$ cat src/rtl/mem_req_queue_if.sv
// mem_req_queue_if: bundles the signals between mem_req_queue and its neighbours.
//   Request channel (execute -> queue): in_valid/in_ready handshake, in_instr, in_addr,
//                                       in_data, in_rd
//   dmem channel (queue <-> dmem):      mem_en, mem_instr, mem_addr, mem_di out,
//                                       mem_dout, mem_err back (registered inside dmem)
//   Result channel (queue -> writeback): out_valid, out_is_load, out_rd, out_data, out_err
//   Control/status:                     flush in, halted out
// The slave modport is the queue's view; master is the surrounding pipeline's view.
interface mem_req_queue_if #(
  parameter int unsigned TAG_W = 5
);
  logic             flush;
  logic             in_valid;
  logic             in_ready;
  logic [31:0]      in_instr;
  logic [31:0]      in_addr;
  logic [31:0]      in_data;
  logic [TAG_W-1:0] in_rd;
  logic             mem_en;
  logic [31:0]      mem_instr;
  logic [31:0]      mem_addr;
  logic [31:0]      mem_di;
  logic [31:0]      mem_dout;
  logic             mem_err;
  logic             out_valid;
  logic             out_is_load;
  logic [TAG_W-1:0] out_rd;
  logic [31:0]      out_data;
  logic             out_err;
  logic             halted;

  modport slave (
    input  flush, in_valid, in_instr, in_addr, in_data, in_rd, mem_dout, mem_err,
    output in_ready, mem_en, mem_instr, mem_addr, mem_di,
           out_valid, out_is_load, out_rd, out_data, out_err, halted
  );

  modport master (
    output flush, in_valid, in_instr, in_addr, in_data, in_rd, mem_dout, mem_err,
    input  in_ready, mem_en, mem_instr, mem_addr, mem_di,
           out_valid, out_is_load, out_rd, out_data, out_err, halted
  );
endinterface

$ cat src/rtl/mem_req_queue.sv
// mem_req_queue: in-order load/store request queue between execute and dmem.
// Accepts loads/stores from execute (other opcodes are consumed and dropped), buffers up to
// DEPTH of them, issues one per cycle onto dmem and presents dmem's registered response to
// writeback one cycle after issue, tagged with the destination register. A faulting
// (misaligned) response halts further issue until flush or rst.
// Ports:
//   clk  - clock, all state on the rising edge
//   rst  - synchronous active-high reset
//   bus  - mem_req_queue_if.slave: request, dmem, result, flush and halted signals
// Parameters: DEPTH (entries, power of 2, >= 2), TAG_W (destination tag width).
// Build option: define MEM_REQ_QUEUE_BYPASS_EN to let a request arriving at an empty queue
// issue in its accept cycle (1-cycle latency instead of 2).
module mem_req_queue #(
  parameter int unsigned DEPTH = 4,
  parameter int unsigned TAG_W = 5
) (
  input logic            clk,
  input logic            rst,
  mem_req_queue_if.slave bus
);

  localparam int unsigned PtrW = $clog2(DEPTH);
  localparam int unsigned CntW = PtrW + 1;
  localparam logic [CntW-1:0] CountMax = CntW'(DEPTH);
  localparam logic [6:0]  OpLoad  = 7'b0000011;
  localparam logic [6:0]  OpStore = 7'b0100011;
  localparam logic [31:0] Nop     = 32'h0000_0013;

  typedef struct packed {
    logic [31:0]      instr;
    logic [31:0]      addr;
    logic [31:0]      data;
    logic [TAG_W-1:0] rd;
    logic             is_load;
  } entry_t;

  entry_t            fifo_q [DEPTH];
  logic [PtrW-1:0]   rd_ptr_q, wr_ptr_q;
  logic [CntW-1:0]   count_q;
  logic              resp_valid_q;
  logic              resp_is_load_q;
  logic [TAG_W-1:0]  resp_rd_q;
  logic              halted_q;

  entry_t in_entry;
  entry_t issue_entry;
  logic   is_mem;
  logic   accept;
  logic   fault;
  logic   issue_ok;
  logic   pop;
  logic   bypass;
  logic   push;
  logic   issue;

  always_comb begin
    in_entry.instr   = bus.in_instr;
    in_entry.addr    = bus.in_addr;
    in_entry.data    = bus.in_data;
    in_entry.rd      = bus.in_rd;
    in_entry.is_load = (bus.in_instr[6:0] == OpLoad);
  end

  assign is_mem = (bus.in_instr[6:0] == OpLoad) || (bus.in_instr[6:0] == OpStore);

  // No pass-through when full: a same-cycle pop does not free a slot for this cycle.
  assign bus.in_ready = !rst && !bus.flush && (count_q < CountMax);
  assign accept       = bus.in_valid && bus.in_ready;

  // A faulting response blocks issue in its own cycle so nothing younger reaches dmem.
  assign fault    = bus.out_valid && bus.mem_err;
  assign issue_ok = !halted_q && !fault && !bus.flush && !rst;
  assign pop      = (count_q != '0) && issue_ok;

`ifdef MEM_REQ_QUEUE_BYPASS_EN
  assign bypass = (count_q == '0) && accept && is_mem && issue_ok;
`else
  assign bypass = 1'b0;
`endif

  assign push        = accept && is_mem && !bypass;
  assign issue       = pop || bypass;
  assign issue_entry = pop ? fifo_q[rd_ptr_q] : in_entry;

  always_comb begin
    bus.mem_en    = 1'b0;
    bus.mem_instr = Nop;
    bus.mem_addr  = '0;
    bus.mem_di    = '0;
    if (issue) begin
      bus.mem_en    = 1'b1;
      bus.mem_instr = issue_entry.instr;
      bus.mem_addr  = issue_entry.addr;
      bus.mem_di    = issue_entry.data;
    end
  end

  always_ff @(posedge clk) begin
    if (push) begin
      fifo_q[wr_ptr_q] <= in_entry;
    end
  end

  always_ff @(posedge clk) begin
    if (rst || bus.flush) begin
      rd_ptr_q     <= '0;
      wr_ptr_q     <= '0;
      count_q      <= '0;
      resp_valid_q <= 1'b0;
      halted_q     <= 1'b0;
    end else begin
      if (push) begin
        wr_ptr_q <= wr_ptr_q + PtrW'(1);
      end
      if (pop) begin
        rd_ptr_q <= rd_ptr_q + PtrW'(1);
      end
      count_q      <= count_q + CntW'(push) - CntW'(pop);
      resp_valid_q <= issue;
      if (fault) begin
        halted_q <= 1'b1;
      end
    end
  end

  always_ff @(posedge clk) begin
    if (rst) begin
      resp_rd_q      <= '0;
      resp_is_load_q <= 1'b0;
    end else if (issue) begin
      resp_rd_q      <= issue_entry.rd;
      resp_is_load_q <= issue_entry.is_load;
    end
  end

  // Result outputs are forced to their idle values while rst is high so an in-flight
  // response is discarded rather than leaking out during the reset cycle.
  assign bus.out_valid   = resp_valid_q && !rst;
  assign bus.out_is_load = resp_is_load_q && !rst;
  assign bus.out_rd      = rst ? '0 : resp_rd_q;
  assign bus.out_data    = bus.mem_dout;
  assign bus.out_err     = bus.out_valid && bus.mem_err;
  assign bus.halted      = halted_q;

endmodule
$ cat src/flat_wrapper.sv
// flat-port wrapper written by rule: the top's interface ports become plain ports
module mem_req_queue_flat 
#(
  parameter int unsigned DEPTH = 4,
  parameter int unsigned TAG_W = 5
)
  (clk, rst, bus_flush, bus_in_valid, bus_in_instr, bus_in_addr, bus_in_data, bus_in_rd, bus_mem_dout, bus_mem_err, bus_in_ready, bus_mem_en, bus_mem_instr, bus_mem_addr, bus_mem_di, bus_out_valid, bus_out_is_load, bus_out_rd, bus_out_data, bus_out_err, bus_halted);
  mem_req_queue_if #(.TAG_W(TAG_W)) bus_i ();
  input logic clk;
  input logic rst;
  input wire logic [$bits(bus_i.flush)-1:0] bus_flush;
  input wire logic [$bits(bus_i.in_valid)-1:0] bus_in_valid;
  input wire logic [$bits(bus_i.in_instr)-1:0] bus_in_instr;
  input wire logic [$bits(bus_i.in_addr)-1:0] bus_in_addr;
  input wire logic [$bits(bus_i.in_data)-1:0] bus_in_data;
  input wire logic [$bits(bus_i.in_rd)-1:0] bus_in_rd;
  input wire logic [$bits(bus_i.mem_dout)-1:0] bus_mem_dout;
  input wire logic [$bits(bus_i.mem_err)-1:0] bus_mem_err;
  output wire logic [$bits(bus_i.in_ready)-1:0] bus_in_ready;
  output wire logic [$bits(bus_i.mem_en)-1:0] bus_mem_en;
  output wire logic [$bits(bus_i.mem_instr)-1:0] bus_mem_instr;
  output wire logic [$bits(bus_i.mem_addr)-1:0] bus_mem_addr;
  output wire logic [$bits(bus_i.mem_di)-1:0] bus_mem_di;
  output wire logic [$bits(bus_i.out_valid)-1:0] bus_out_valid;
  output wire logic [$bits(bus_i.out_is_load)-1:0] bus_out_is_load;
  output wire logic [$bits(bus_i.out_rd)-1:0] bus_out_rd;
  output wire logic [$bits(bus_i.out_data)-1:0] bus_out_data;
  output wire logic [$bits(bus_i.out_err)-1:0] bus_out_err;
  output wire logic [$bits(bus_i.halted)-1:0] bus_halted;
  assign bus_i.flush = bus_flush;
  assign bus_i.in_valid = bus_in_valid;
  assign bus_i.in_instr = bus_in_instr;
  assign bus_i.in_addr = bus_in_addr;
  assign bus_i.in_data = bus_in_data;
  assign bus_i.in_rd = bus_in_rd;
  assign bus_i.mem_dout = bus_mem_dout;
  assign bus_i.mem_err = bus_mem_err;
  assign bus_in_ready = bus_i.in_ready;
  assign bus_mem_en = bus_i.mem_en;
  assign bus_mem_instr = bus_i.mem_instr;
  assign bus_mem_addr = bus_i.mem_addr;
  assign bus_mem_di = bus_i.mem_di;
  assign bus_out_valid = bus_i.out_valid;
  assign bus_out_is_load = bus_i.out_is_load;
  assign bus_out_rd = bus_i.out_rd;
  assign bus_out_data = bus_i.out_data;
  assign bus_out_err = bus_i.out_err;
  assign bus_halted = bus_i.halted;
  mem_req_queue #(.DEPTH(DEPTH), .TAG_W(TAG_W)) u_core (.clk(clk), .rst(rst), .bus(bus_i));
endmodule
$ cat config.mk
export PLATFORM = sky130hd
export DESIGN_NAME = mem_req_queue_flat
export DESIGN_NICKNAME = d
export VERILOG_FILES = /design/src/rtl/mem_req_queue_if.sv /design/src/rtl/mem_req_queue.sv /design/src/flat_wrapper.sv
export SDC_FILE = /design/constraint.sdc
export NUM_CORES = 1
export LEC_CHECK = 0
export ABC_CLOCK_PERIOD_IN_PS = 7800
export CORE_MARGIN = 5
export CORE_UTILIZATION = 57
export CTS_CLUSTER_SIZE = 16
export DETAILED_ROUTE_END_ITERATION = 8
export PLACE_DENSITY = 0.87
export SLEW_MARGIN = 30
export SYNTH_ARGS = -nofsm -noshare
export SYNTH_HDL_FRONTEND = slang
export SYNTH_SLANG_ARGS = --single-unit
$ cat constraint.sdc
create_clock -name clk -period 7.8 [get_ports clk]
set_input_delay 2.34 -clock clk [delete_from_list [all_inputs] [get_ports clk]]
set_output_delay 2.34 -clock clk [all_outputs]
set_load 0.05 [all_outputs]
==> impl_metrics.toml, run 1 <==
[status]
status = "finished, final reports clean"

[synthesis]
synthAdderAreaFrac_pct = 0.577
seq_area_frac_synth_pct = 76.4
synth_compound_area_share_pct = 0.600
syn-num-nets = 919
synth_seq_cells = 425
synthMuxAreaShare_pct = 14.1
synth_top_family_by_area = "multiplexers"
syn_area_per_cell_um2 = 21.3
synthSimpleGateAreaFrac_pct = 5.02
yosys_warnings = 0
synth_xor_area_share_pct = 0.106
yosys.cell_types.count = 31
netlist_instances = 774
synth_area_mm2 = 0.0165

[finish]
syn2layout_area_growth_pct = 20.6
drive_gt1_share_pct = 24.3
nets = 1108
final_common_cell = "edfxtp_1"
layout_common_cells = "edfxtp_1, clkdlybuf4s50_1, mux4_2"
finalNonFillerCells = 1370

[worst_setup_path]
start_kind = "input port"
critPathRequiredTime_ns = 5.46
r2r_start = "u_core.count_q[2]"
worstReg2RegEnd = "u_core.fifo_q[3][77]"
end_kind = "output port"
critical_path_class = "in -> out"
crit_arrival_ns = 4.88
cp-startpoint = "rst"
r2r_slack_ns = 5.05
crit_path_max_fanout = 39
rr_worst_depth = 4

[clocking]
cts_max_path_buffers = 3
postCtsHoldBufs = 0
clkSlewWorstSetupHoldPaths_ns = 0.06
cts_resized = 0
htreeDepth = 2
postCtsSetupBuffers = 0
numCtsBuffers = 42
clock_latency_ns = 0.52
cts_tree = "yes"
cts_root_buf = "clkbuf_16"
cts.sinks = 425

[timing]
tns_ns = 0
final-setup-viol-count = 0
final_hold_viol_count = 0
report.final.slew_viol_count = 0
rsz0062_at_grt = "false"
period_share_pct = 92.6
finalClockSkew_ns = 0.0137
tightestPinTransition_ns = 0.927
maxSlewHeadroom_pct = 38.2
max_freq_ghz = 0.139
final.min_clock_period_ns = 7.22

[pwr]
switching_share_pct = 18.3
combPwrFrac_pct = 2.1
p_int_w = 0.00362
power_leakage_nw = 6.69
switchingPower_w = 0.000809
pwr-share-seq_pct = 56.4
vdd_drop_max_mv = 0.201
powerDensity_mw_per_mm2 = 223
p_clk_share_pct = 41.4

[floorplan]
fp-row-count = 62
core_mm2 = 0.0286
start_util_pct = 57.6
ioPinCount = 277
dieArea_mm2 = 0.0324
die_w_um = 180
die_h_um = 180

[placement]
gp_congestion = 0.730
detailed_place_hpwl_mm = 19.5
dp.cells = 1302
io_buffers = 212

[route]
drt_iter0_drc = 546
wirelength_mm = 33.2
vias_per_cell = 5.89
ant_nets = 0
vias = 8072
post_drt_wl_per_cell_um = 24.2
first_pass_iters = 5
drc = 0

[global_routing]
grt_overflow = 0
antenna_found_initial = 4
grt_max_degree = 101
grt_pass1_vias = 8514
track_usage_pct = 20.1
grt_pass1_wl_mm = 50.6

[worst_hold_path]
whs_path_depth = 1
hold_class = "reg -> reg"
worstHoldStart = "u_core.rd_ptr_q[1]"

[flow_run]
drv_cap = 0
final cells by class:
class	count	area, µm²
clock inverters	11	110
inverters	6	22.5
repair buffers	224	2150
clock buffers	54	1120
multi-input cells	264	3390
diodes	2	5.00
fillers	1681	8750
well taps	384	480
flip-flops and latches	425	12600
how the worst max path moves through the flow:
stage / to / slack, ns / cells after the start
6_report: bus_mem_addr[0] / 0.58 / 5
5_1_grt: bus_mem_addr[0] / 0.49 / 5
4_1_cts: bus_mem_addr[0] / 0.58 / 5
3_5_place_dp: bus_mem_addr[26] / 0.59 / 5
3_3_place_gp: bus_mem_addr[1] / 0.70 / 5
2_1_floorplan: bus_out_err / 1.64 / 3
Yosys cell counts:
master / count / share of area, %
inv_1: 6 / 0.14
xnor2_1: 2 / 0.11
nand3_1: 7 / 0.21
edfxtp_1: 408 / 74
mux2i_1: 3 / 0.18
o31ai_1: 2 / 0.091
nor3_1: 3 / 0.091
buf_2: 5 / 0.15
nand3_2: 1 / 0.061
nor2b_1: 7 / 0.27
o211ai_1: 1 / 0.046
and4_1: 1 / 0.053
fa_1: 1 / 0.12
nand2_1: 9 / 0.21
a2111o_1: 1 / 0.068
ha_1: 6 / 0.46
and2_1: 7 / 0.27
o21ai_0: 6 / 0.18
o21a_1: 1 / 0.046
mux4_2: 102 / 14
dfxtp_1: 17 / 2.1
a2111oi_4: 1 / 0.17
nor4b_1: 1 / 0.053
buf_6: 9 / 0.62
buf_1: 8 / 0.18
nor4_1: 1 / 0.038
clkbuf_1: 24 / 0.55
or3_1: 4 / 0.15
buf_4: 33 / 1.5
nor2_1: 4 / 0.091
and3_1: 93 / 3.5
metal layers:
metal	share of wire [%]	global-route usage, %	wire (µm)
met3	7.5	4.37	2490
met1	38	26.6	12700
met5	0.057	0	19
met4	3.6	7.38	1180
met2	50	33.6	16700
power by group through the flow:
stage          clock (W)  combinational, W  sequential [W]
4_1_cts          0.00187         0.0000933         0.00250
3_5_place_dp           0         0.0000929         0.00255
5_1_grt          0.00198         0.0000995         0.00250
6_report         0.00183         0.0000935         0.00250
2_1_floorplan          0         0.0000561         0.00255
3_3_place_gp           0         0.0000883         0.00255
state kept, by name (all words and copies together), names as in the netlist, named ones only:
| register | flops |
|---|---|
| u_core.resp_is_load_q | 1 |
| u_core.rd_ptr_q | 2 |
| u_core.fifo_q | 408 |
| u_core.resp_rd_q | 5 |
| u_core.wr_ptr_q | 2 |
| u_core.resp_valid_q | 1 |
| u_core.bus.halted | 1 |
| u_core.count_q | 3 |
through the flow:
stage | area [µm²] | utilization (%) | power, W | hold WS (ns) | setup WS, ns
floorplan | 16500 | - | 0.00260 | 0.427 | 1.64
global placement | 18600 | 65.0 | 0.00263 | 0.428 | 0.698
detailed placement | 18600 | 65.0 | 0.00264 | 0.457 | 0.594
CTS | 19800 | 69.3 | 0.00446 | 0.479 | 0.581
global route | 19900 | 69.4 | 0.00457 | 0.495 | 0.494
finish | 19900 | 69.4 | 0.00443 | 0.476 | 0.580
logic make-up after synthesis:
kind of cell / count (synthesis)
AND/OR/NAND/NOR: 138
multiplexers: 105
XOR/XNOR: 2
AO/OA/AOI/OAI: 12
flip-flops: 425
buffers and inverters: 85
adder cells (fa/ha/maj): 7
worst max-delay path, cell delays in order:
cell and delay [ns]:
clkdlybuf4s50_1 0.65, a2111oi_4 0.38, buf_4 0.40, and3_1 0.24, clkdlybuf4s50_1 0.83
(Power assumes the default switching activity.)
==> inputs of run 2 (changes only) <==
--- a/config.mk
+++ b/config.mk
@@ -5,7 +5,7 @@
 export SDC_FILE = /design/constraint.sdc
 export NUM_CORES = 1
 export LEC_CHECK = 0
-export ABC_CLOCK_PERIOD_IN_PS = 7800
+export ABC_CLOCK_PERIOD_IN_PS = 8400
 export CORE_MARGIN = 5
 export CORE_UTILIZATION = 57
 export CTS_CLUSTER_SIZE = 16
==> constraint.sdc (replaced) <==
create_clock -name clk -period 8.4 [get_ports clk]
set_input_delay 2.52 -clock clk [delete_from_list [all_inputs] [get_ports clk]]
set_output_delay 2.52 -clock clk [all_outputs]
set_load 0.05 [all_outputs]
==> run 2 against run 1 <==
Sequential share of layout area shrank 0.77 points. Cell area increased by 1.2%. Cell count is 1.0% higher. Combinational power down 8.2%. Clock power is 3% lower. Non-clock buffer count up 4. Largest cell class unchanged. Hold slack worse by 0.026 ns. Worst setup slack better by 0.14 ns.
==> impl_metrics.toml, run 2 (synthesis gave the netlist of run 1 again) <==
[pwr]
switchingPower_w = 0.000763
powerDensity_mw_per_mm2 = 208
pwr-share-seq_pct = 55.4
p_clk_share_pct = 42.5
p_int_w = 0.00342
power_leakage_nw = 6.62
finalPower_w = 0.00419
vdd_drop_max_mv = 0.192
switching_share_pct = 18.2
combPwrFrac_pct = 2.0

[finish]
largest-register = "u_core.fifo_q"
final_common_cell = "edfxtp_1"
fillers = 1664
nets = 1111
reg.largest.list = "u_core.fifo_q: 408 flops, u_core.resp_rd_q: 5 flops, u_core.count_q: 3 flops"
final_cell_area_mm2 = 0.0201
drive_gt1_share_pct = 18.7
syn2layout_area_growth_pct = 22.1
largest_reg_flops = 408
layout_common_cells = "edfxtp_1, clkdlybuf4s50_1, mux4_2"

[clocking]
postCtsHoldBufs = 0
postCtsSetupBuffers = 0
cts.sinks = 425
numCtsBuffers = 41
cts_root_buf = "clkbuf_16"
htreeDepth = 2
cts_resized = 0
clock_latency_ns = 0.52
clkSlewWorstSetupHoldPaths_ns = 0.06
cts_tree = "yes"
cts_max_path_buffers = 3

[worst_setup_path]
critical_path_class = "in -> out"
r2r_start = "u_core.count_q[2]"
crit_arrival_ns = 5.16
critPathRequiredTime_ns = 5.88
end_kind = "output port"
crit_path_max_fanout = 54
cp-startpoint = "rst"
start_kind = "input port"

[timing]
max_freq_ghz = 0.130
maxSlewHeadroom_pct = 51.1
tightestPinTransition_ns = 0.730
rsz0062_at_grt = "false"
tns_ns = 0
final.min_clock_period_ns = 7.68
final_hold_viol_count = 0
report.final.slew_viol_count = 0
finalClockSkew_ns = 0.0169
period_share_pct = 91.5
final-setup-viol-count = 0

[placement]
gp_congestion = 0.710
io_buffers = 212
placed_area_mm2 = 0.0187
detailed_place_hpwl_mm = 20.3

[status]
status = "finished, final reports clean"

[floorplan]
ioPinCount = 277
start_util_pct = 57.6
die_h_um = 180
dieArea_mm2 = 0.0324
die_w_um = 180
fp-row-count = 62
core_mm2 = 0.0286

[global_routing]
antenna_found_initial = 3
grt_max_degree = 101
grt_pass1_vias = 8586
grt_pass1_wl_mm = 51.5
grt_overflow = 0
track_usage_pct = 20.4

[route]
ant_nets = 0
drc = 0
post_drt_wl_per_cell_um = 23.9
drt_iter0_drc = 529
wirelength_mm = 33.1
vias_per_cell = 5.77
first_pass_iters = 5
vias = 7992

[flow_run]
drv_cap = 0

[worst_hold_path]
worstHoldStart = "u_core.rd_ptr_q[1]"
hold_class = "reg -> reg"
## run 2: cell count changes in the layout (fill, tap and decap cells not counted)
cell             change
buf_12               -3
buf_4               -54
bufinv_16            +2
clkbuf_1             -5
clkdlybuf4s50_1     +61
clkinv_1            +10
clkinv_2             +1
clkinvlp_4           +2
## run 2: layout make-up
cell class,count,area [µm²],area share (%)
Antenna cell,2,5.00,0.0249
Clock buffer,49,1100,5.46
Clock inverter,26,228,1.13
Inverter,6,22.5,0.112
Multi-Input combinational cell,264,3390,16.8
Sequential cell,425,12600,62.6
Tap cell,384,480,2.39
Timing Repair Buffer,228,2290,11.4
## run 2: worst max-delay path, stage by stage
cell,delay [ns]
clkdlybuf4s50_1,0.65
a2111oi_4,0.39
buf_4,0.46
and3_1,0.26
clkdlybuf4s50_1,0.81
## run 2: power by group through the flow
| stage | combinational (W) | sequential (W) | clock, W |
|---|---|---|---|
| 2_1_floorplan | 0.0000521 | 0.00237 | 0 |
| 3_3_place_gp | 0.0000799 | 0.00236 | 0 |
| 3_5_place_dp | 0.0000852 | 0.00236 | 0 |
| 4_1_cts | 0.0000857 | 0.00232 | 0.00182 |
| 5_1_grt | 0.0000917 | 0.00232 | 0.00192 |
| 6_report | 0.0000858 | 0.00232 | 0.00178 |
## run 2: final timing paths
path	to	depth (start not counted)	slack, ns
max	bus_mem_instr[26]	5	0.72
min	register	1	0.45
max reg2reg	u_core.fifo_q[1][4]	4	5.50
min reg2reg	register	1	0.45
## run 2: per-stage QoR
stage	hold WS, ns	instances	setup WS [ns]	utilization [%]
3_5_place_dp	0.442	1305	0.730	65.5
6_report	0.451	1384	0.717	70.3
3_3_place_gp	0.427	1304	0.811	65.4
4_1_cts	0.452	1380	0.707	70.1
2_1_floorplan	0.427	774	1.88	-
5_1_grt	0.495	1384	0.533	70.3
## run 2: layer usage
metal | track usage [%] | routed length [µm] | up-vias | part of all wire [%]
met5 | 0 | 12 | - | 0.036
met4 | 7.31 | 1100 | 2 | 3.3
met3 | 4.49 | 2200 | 80 | 6.6
met2 | 33.6 | 16600 | 271 | 50
met1 | 27.5 | 13200 | 4101 | 40
li1 | - | - | 3538 | -
==> inputs of run 3 (changes only) <==
--- a/config.mk
+++ b/config.mk
@@ -7,10 +7,10 @@
 export LEC_CHECK = 0
 export ABC_CLOCK_PERIOD_IN_PS = 8400
 export CORE_MARGIN = 5
-export CORE_UTILIZATION = 57
+export CORE_UTILIZATION = 55
 export CTS_CLUSTER_SIZE = 16
 export DETAILED_ROUTE_END_ITERATION = 8
-export PLACE_DENSITY = 0.87
+export PLACE_DENSITY = 0.84
 export SLEW_MARGIN = 30
 export SYNTH_ARGS = -nofsm -noshare
 export SYNTH_HDL_FRONTEND = slang
==> run 3 against run 2 <==
Utilization down 2.3 points. Wire length up 3.8%. Sequential power about the same. Largest power group unchanged. Sequential share of layout area down 0.093 points.
==> impl_metrics.toml, run 3 (synthesis gave the netlist of run 1 again) <==
[worst_setup_path]
start_kind = "input port"
critPathMostFrequentCell = "clkdlybuf4s50_1"
crit_path_max_fanout = 42
critPathRequiredTime_ns = 5.88
critical_path_class = "in -> out"
max_stage_delay_ns = 0.81
crit_arrival_ns = 5.12
end_kind = "output port"
path_cells = "clkdlybuf4s50_1 > a2111oi_4 > buf_12 > and3_1 > clkdlybuf4s50_1"
crit_slowest_cell = "clkdlybuf4s50_1"

[timing]
final.min_clock_period_ns = 7.64
hold_ws_ns = 0.446
period_share_pct = 91.0
report.final.slew_viol_count = 0
maxSlewHeadroom_pct = 43.9
tns_ns = 0
max_freq_ghz = 0.131
rsz0062_at_grt = "false"
final-setup-viol-count = 0
tightestPinTransition_ns = 0.841
finalClockSkew_ns = 0.0178
final_hold_viol_count = 0

[route]
drc = 0
vias = 8232
post_drt_wl_per_cell_um = 24.7
drt_iter0_drc = 683
ant_nets = 0
wirelength_mm = 34.4
vias_per_cell = 5.90
first_pass_iters = 5

[worst_hold_path]
hold_class = "reg -> reg"

[floorplan]
fp-row-count = 63
core_mm2 = 0.0296
ioPinCount = 277
dieArea_mm2 = 0.0335
die_w_um = 183
die_h_um = 183
start_util_pct = 55.6

[clocking]
htreeDepth = 2
clkSlewWorstSetupHoldPaths_ns = 0.06
clock_latency_ns = 0.53
postCtsSetupBuffers = 0
cts.sinks = 425
cts_max_path_buffers = 3
cts_tree = "yes"
cts_root_buf = "clkbuf_16"
cts_resized = 0
numCtsBuffers = 43
postCtsHoldBufs = 0

[placement]
io_buffers = 212
detailed_place_hpwl_mm = 21.2
placed_area_mm2 = 0.0187
gp_congestion = 0.754

[finish]
final_common_cell = "edfxtp_1"
nets = 1115
syn2layout_area_growth_pct = 22.3
final_cell_area_mm2 = 0.0201
largest_reg_flops = 408
reg.largest.list = "u_core.fifo_q: 408 flops, u_core.resp_rd_q: 5 flops, u_core.count_q: 3 flops"
largest-register = "u_core.fifo_q"
fin_util_pct = 68.0
drive_gt1_share_pct = 21.5
layout_common_cells = "edfxtp_1, clkdlybuf4s50_1, mux4_2"

[global_routing]
track_usage_pct = 20.6
grt_overflow = 0
grt_pass1_vias = 8847
grt_max_degree = 56
antenna_found_initial = 6
grt_pass1_wl_mm = 52.5

[pwr]
vdd_drop_max_mv = 0.160
finalPower_w = 0.00428
power_leakage_nw = 6.72
powerDensity_mw_per_mm2 = 213

[status]
status = "finished, final reports clean"

[flow_run]
drv_cap = 0
## run 3: path summary, 6_finish.rpt
check / from / end / slack [ns] / cells after the start
setup / recovery: bus_flush / bus_mem_di[9] / 0.76 / 5
hold / removal: u_core.rd_ptr_q[1] / register / 0.45 / 1
setup reg to reg: u_core.count_q[2] / u_core.fifo_q[0][71] / 5.37 / 4
hold reg to reg: u_core.rd_ptr_q[1] / register / 0.45 / 1
## run 3: layout make-up
cell class	instances	area, µm²
multi-input combinational	264	3390
antenna	1	2.50
clock buffer	54	1160
sequential	425	12600
clock inverter	25	255
tap	390	488
fill	1880	9490
timing repair buffer	230	2230
inverter	6	22.5
## run 3: worst max-delay path: cells and delay by family
| kind | cells | cell delay [ns] |
|---|---|---|
| buf+inv | 3 | 1.63 |
| simple gates | 1 | 0.22 |
| compound gates | 1 | 0.70 |
## run 3: where the power goes
group / total, W / switching [W] / internal (W) / leakage (nW)
Clock: 0.00187 / 0.000743 / 0.00113 / 0.691
Sequential: 0.00232 / 0.000000204 / 0.00232 / 3.81
Combinational: 0.0000895 / 0.0000407 / 0.0000488 / 2.21
Total: 0.00428 / 0.000784 / 0.00350 / 6.72
## run 3: per-layer routing
layer	part of all wire, %	GRT usage, %	vias up
li1	-	-	3559
met1	38	26.8	4192
met2	50	33.9	362
met5	0.19	0	-
met3	8.0	5.24	109
met4	3.9	8.52	10
## run 3: metrics by stage
stage | worst slack [ns] | std cells
after floorplan | 1.88 | 774
after CTS | 0.751 | 1394
final | 0.757 | 1395
after detailed placement | 0.791 | 1315
after global routing | 0.649 | 1395
after global placement | 0.866 | 1314
==> RTL edit (flow settings as in run 1) <==
`DEPTH` is set to 4 in 2 places; all go to 2.
--- a/src/rtl/mem_req_queue.sv
+++ b/src/rtl/mem_req_queue.sv
@@ -12,5 +12,5 @@
 // issue in its accept cycle (1-cycle latency instead of 2).
 module mem_req_queue #(
-  parameter int unsigned DEPTH = 4,
+  parameter int unsigned DEPTH = 2,
   parameter int unsigned TAG_W = 5
 ) (
--- a/src/flat_wrapper.sv
+++ b/src/flat_wrapper.sv
@@ -2,5 +2,5 @@
 module mem_req_queue_flat 
 #(
-  parameter int unsigned DEPTH = 4,
+  parameter int unsigned DEPTH = 2,
   parameter int unsigned TAG_W = 5
 )
Behaviour: not the same (Yosys sat finds a counterexample within 4 cycles, from zero or initial values and one cycle with rst high).
==> RTL edit against run 1 <==
Via count down 40%; setup slack better by 0.047 ns; hold slack got worse by 0.0030 ns; highest routed layer is now met4; clock skew fell by 0.0084 ns; maximum frequency grew 0.65%; combinational power decreased by 25%; total power shrank 48%; final area shrank 43%; area after synthesis decreased by 48%; wire length shrank 42%; sequential cell count shrank 208.
==> RTL edit: results (changes against run 1) <==
Routing
  – Drt wl/cell: 21.39 µm (-12%)
  – Met1 wire length: 7219 µm (-43%)
  – Routed length on met3: 1895 µm (-24%)
  – WL met2: 9890 µm (-41%)
  – Initial DRC count: 325 (-40%)

Placement
  – Placer Congestion: 0.7795 (+6.8%)
  – Dpl cells: 868 (-33%)
  – Place WS: 0.5789 ns (-0.01490 ns)
  – Hpwl dp: 13,160 µm (-33%)

Critical path
  – Worst R2R End: u_core.count_q[1]$_SDFF_PP0_
  – R2r setup slk: 5.24 ns (+0.19 ns)
  – Reg2reg start: u_core.count_q[1]$_SDFF_PP0_
  – CP arrival: 4.83 ns (-0.05 ns)
  – CP peak stage delay: 0.81 ns (-0.02 ns)
  – Critical path fanouts, max: 58 (+49%)

Power and ir drop
  – Worst vdd ir: 202.1 µV (+0.81%)
  – P_leak: 3.586 nW (-46%)

STA
  – Layout Skew: 0.005346 ns (-0.008363 ns)
  – Relative slew slack: 44.03% (+5.9 points)

Clocking
  – Inserted Clock Buffers: 22 (-48%)
  – Clock root cell: clkbuf_16
  – Skew-Pair Late Insertion Delay: 0.48 ns (-0.04 ns)
  – H-tree depth: 1 (-1)

Worst hold path
  – HP Start: u_core.rd_ptr_q$_SDFFE_PP0P_

Final layout
  – Share of layout cells above drive strength 1: 7.628% (-17 points)
  – Regs by FF count: u_core.fifo_q x204, u_core.resp_rd_q x5, u_core.count_q x2
  – FILL cells: 831 (-51%)
  – Diode count: 0 (-2)

Global routing
  – Initial antenna violation count: 0 (-4)
  – Largest net degree at the start of global routing: 59 (-42%)
  – GRT Overall Usage: 21.12% (+0.97 points)
  – First-pass GRT wire length: 29,240 µm (-42%)

Run status
  – Status: completed

Logic synthesis
  – Sequential fraction of the synthesis area: 74.65% (-1.8 points)
  – Yosys cell types: 29 (-6.5%)
  – Synth area leaders: edfxtp_1 (72%), mux2i_1 (11%), nor2_1 (4.4%)
[RTL edit: cell types whose count changed in the layout (fill, tap and decap cells not counted), sizes merged, moves of 63 or more]
| cell | change |
|---|---|
| mux2i | +95 |
| mux4 | -102 |
| clkdlybuf4s50 | +63 |
| buf | -67 |
| and3 | -93 |
| edfxtp | -204 |
| nor2 | +96 |
[RTL edit: worst max-delay path by stage]
stage,cells after the start,from,slack [ns],end
final,7,rst,0.63,bus_mem_instr[1]
after global routing,7,rst,0.46,bus_mem_instr[0]
after CTS,7,rst,0.57,bus_mem_instr[1]
after detailed placement,7,rst,0.58,bus_mem_instr[1]
after global placement,7,rst,0.70,bus_mem_instr[4]
after floorplan,4,rst,-1.23,u_core.fifo_q[1][0]$_DFFE_PP_
[RTL edit: power by group through the flow]
stage	registers, mW	logic (mW)	clock network, mW
detailed placement	1.30	0.0693	0
floorplan	1.30	0.0495	0
finish	1.27	0.0701	0.961
global route	1.27	0.0738	1.03
CTS	1.27	0.0701	0.978
global placement	1.30	0.0653	0
[RTL edit: kinds of logic after synthesis]
family | count (synthesis) | share of synthesized area [%]
flops | 217 | 74.65
simple gates | 125 | 6.202
mux | 110 | 13.31
buf+inv | 61 | 5.031
compound gates | 4 | 0.4095
fa+ha+maj | 2 | 0.2925
xor+xnor | 1 | 0.1024
[RTL edit: per-stage QoR]
step	power [mW]	instance area, µm²	util, %	hold WS (ns)
after floorplan	1.347	8567	-	0.4327
after global placement	1.362	10590	72.33	0.4378
after detailed placement	1.366	10590	72.33	0.4518
after CTS	2.320	11250	76.82	0.4785
after global routing	2.373	11250	76.82	0.5108
final	2.304	11250	76.82	0.4733
[RTL edit: final cells by class]
cell class	instances	share of cell area, %
Sequential cell	217	56.80
Inverter	5	0.1891
Timing Repair Buffer	220	19.40
Tap cell	184	2.046
Clock inverter	11	0.6340
Multi-Input combinational cell	242	15.72
Clock buffer	26	5.216
[RTL edit: routing by layer]
metal  up-vias  GRT usage [%]
met1      2324          24.90
met2       250          37.80
met5         -              0
met4         0          4.677
li1       2243              -
met3        31          6.986
[RTL edit: worst max-delay path: cells and delay by family]
kind | cells | cell delay, ns
buf+inv | 4 | 2.18
compound gates | 1 | 0.09
simple gates | 2 | 0.20
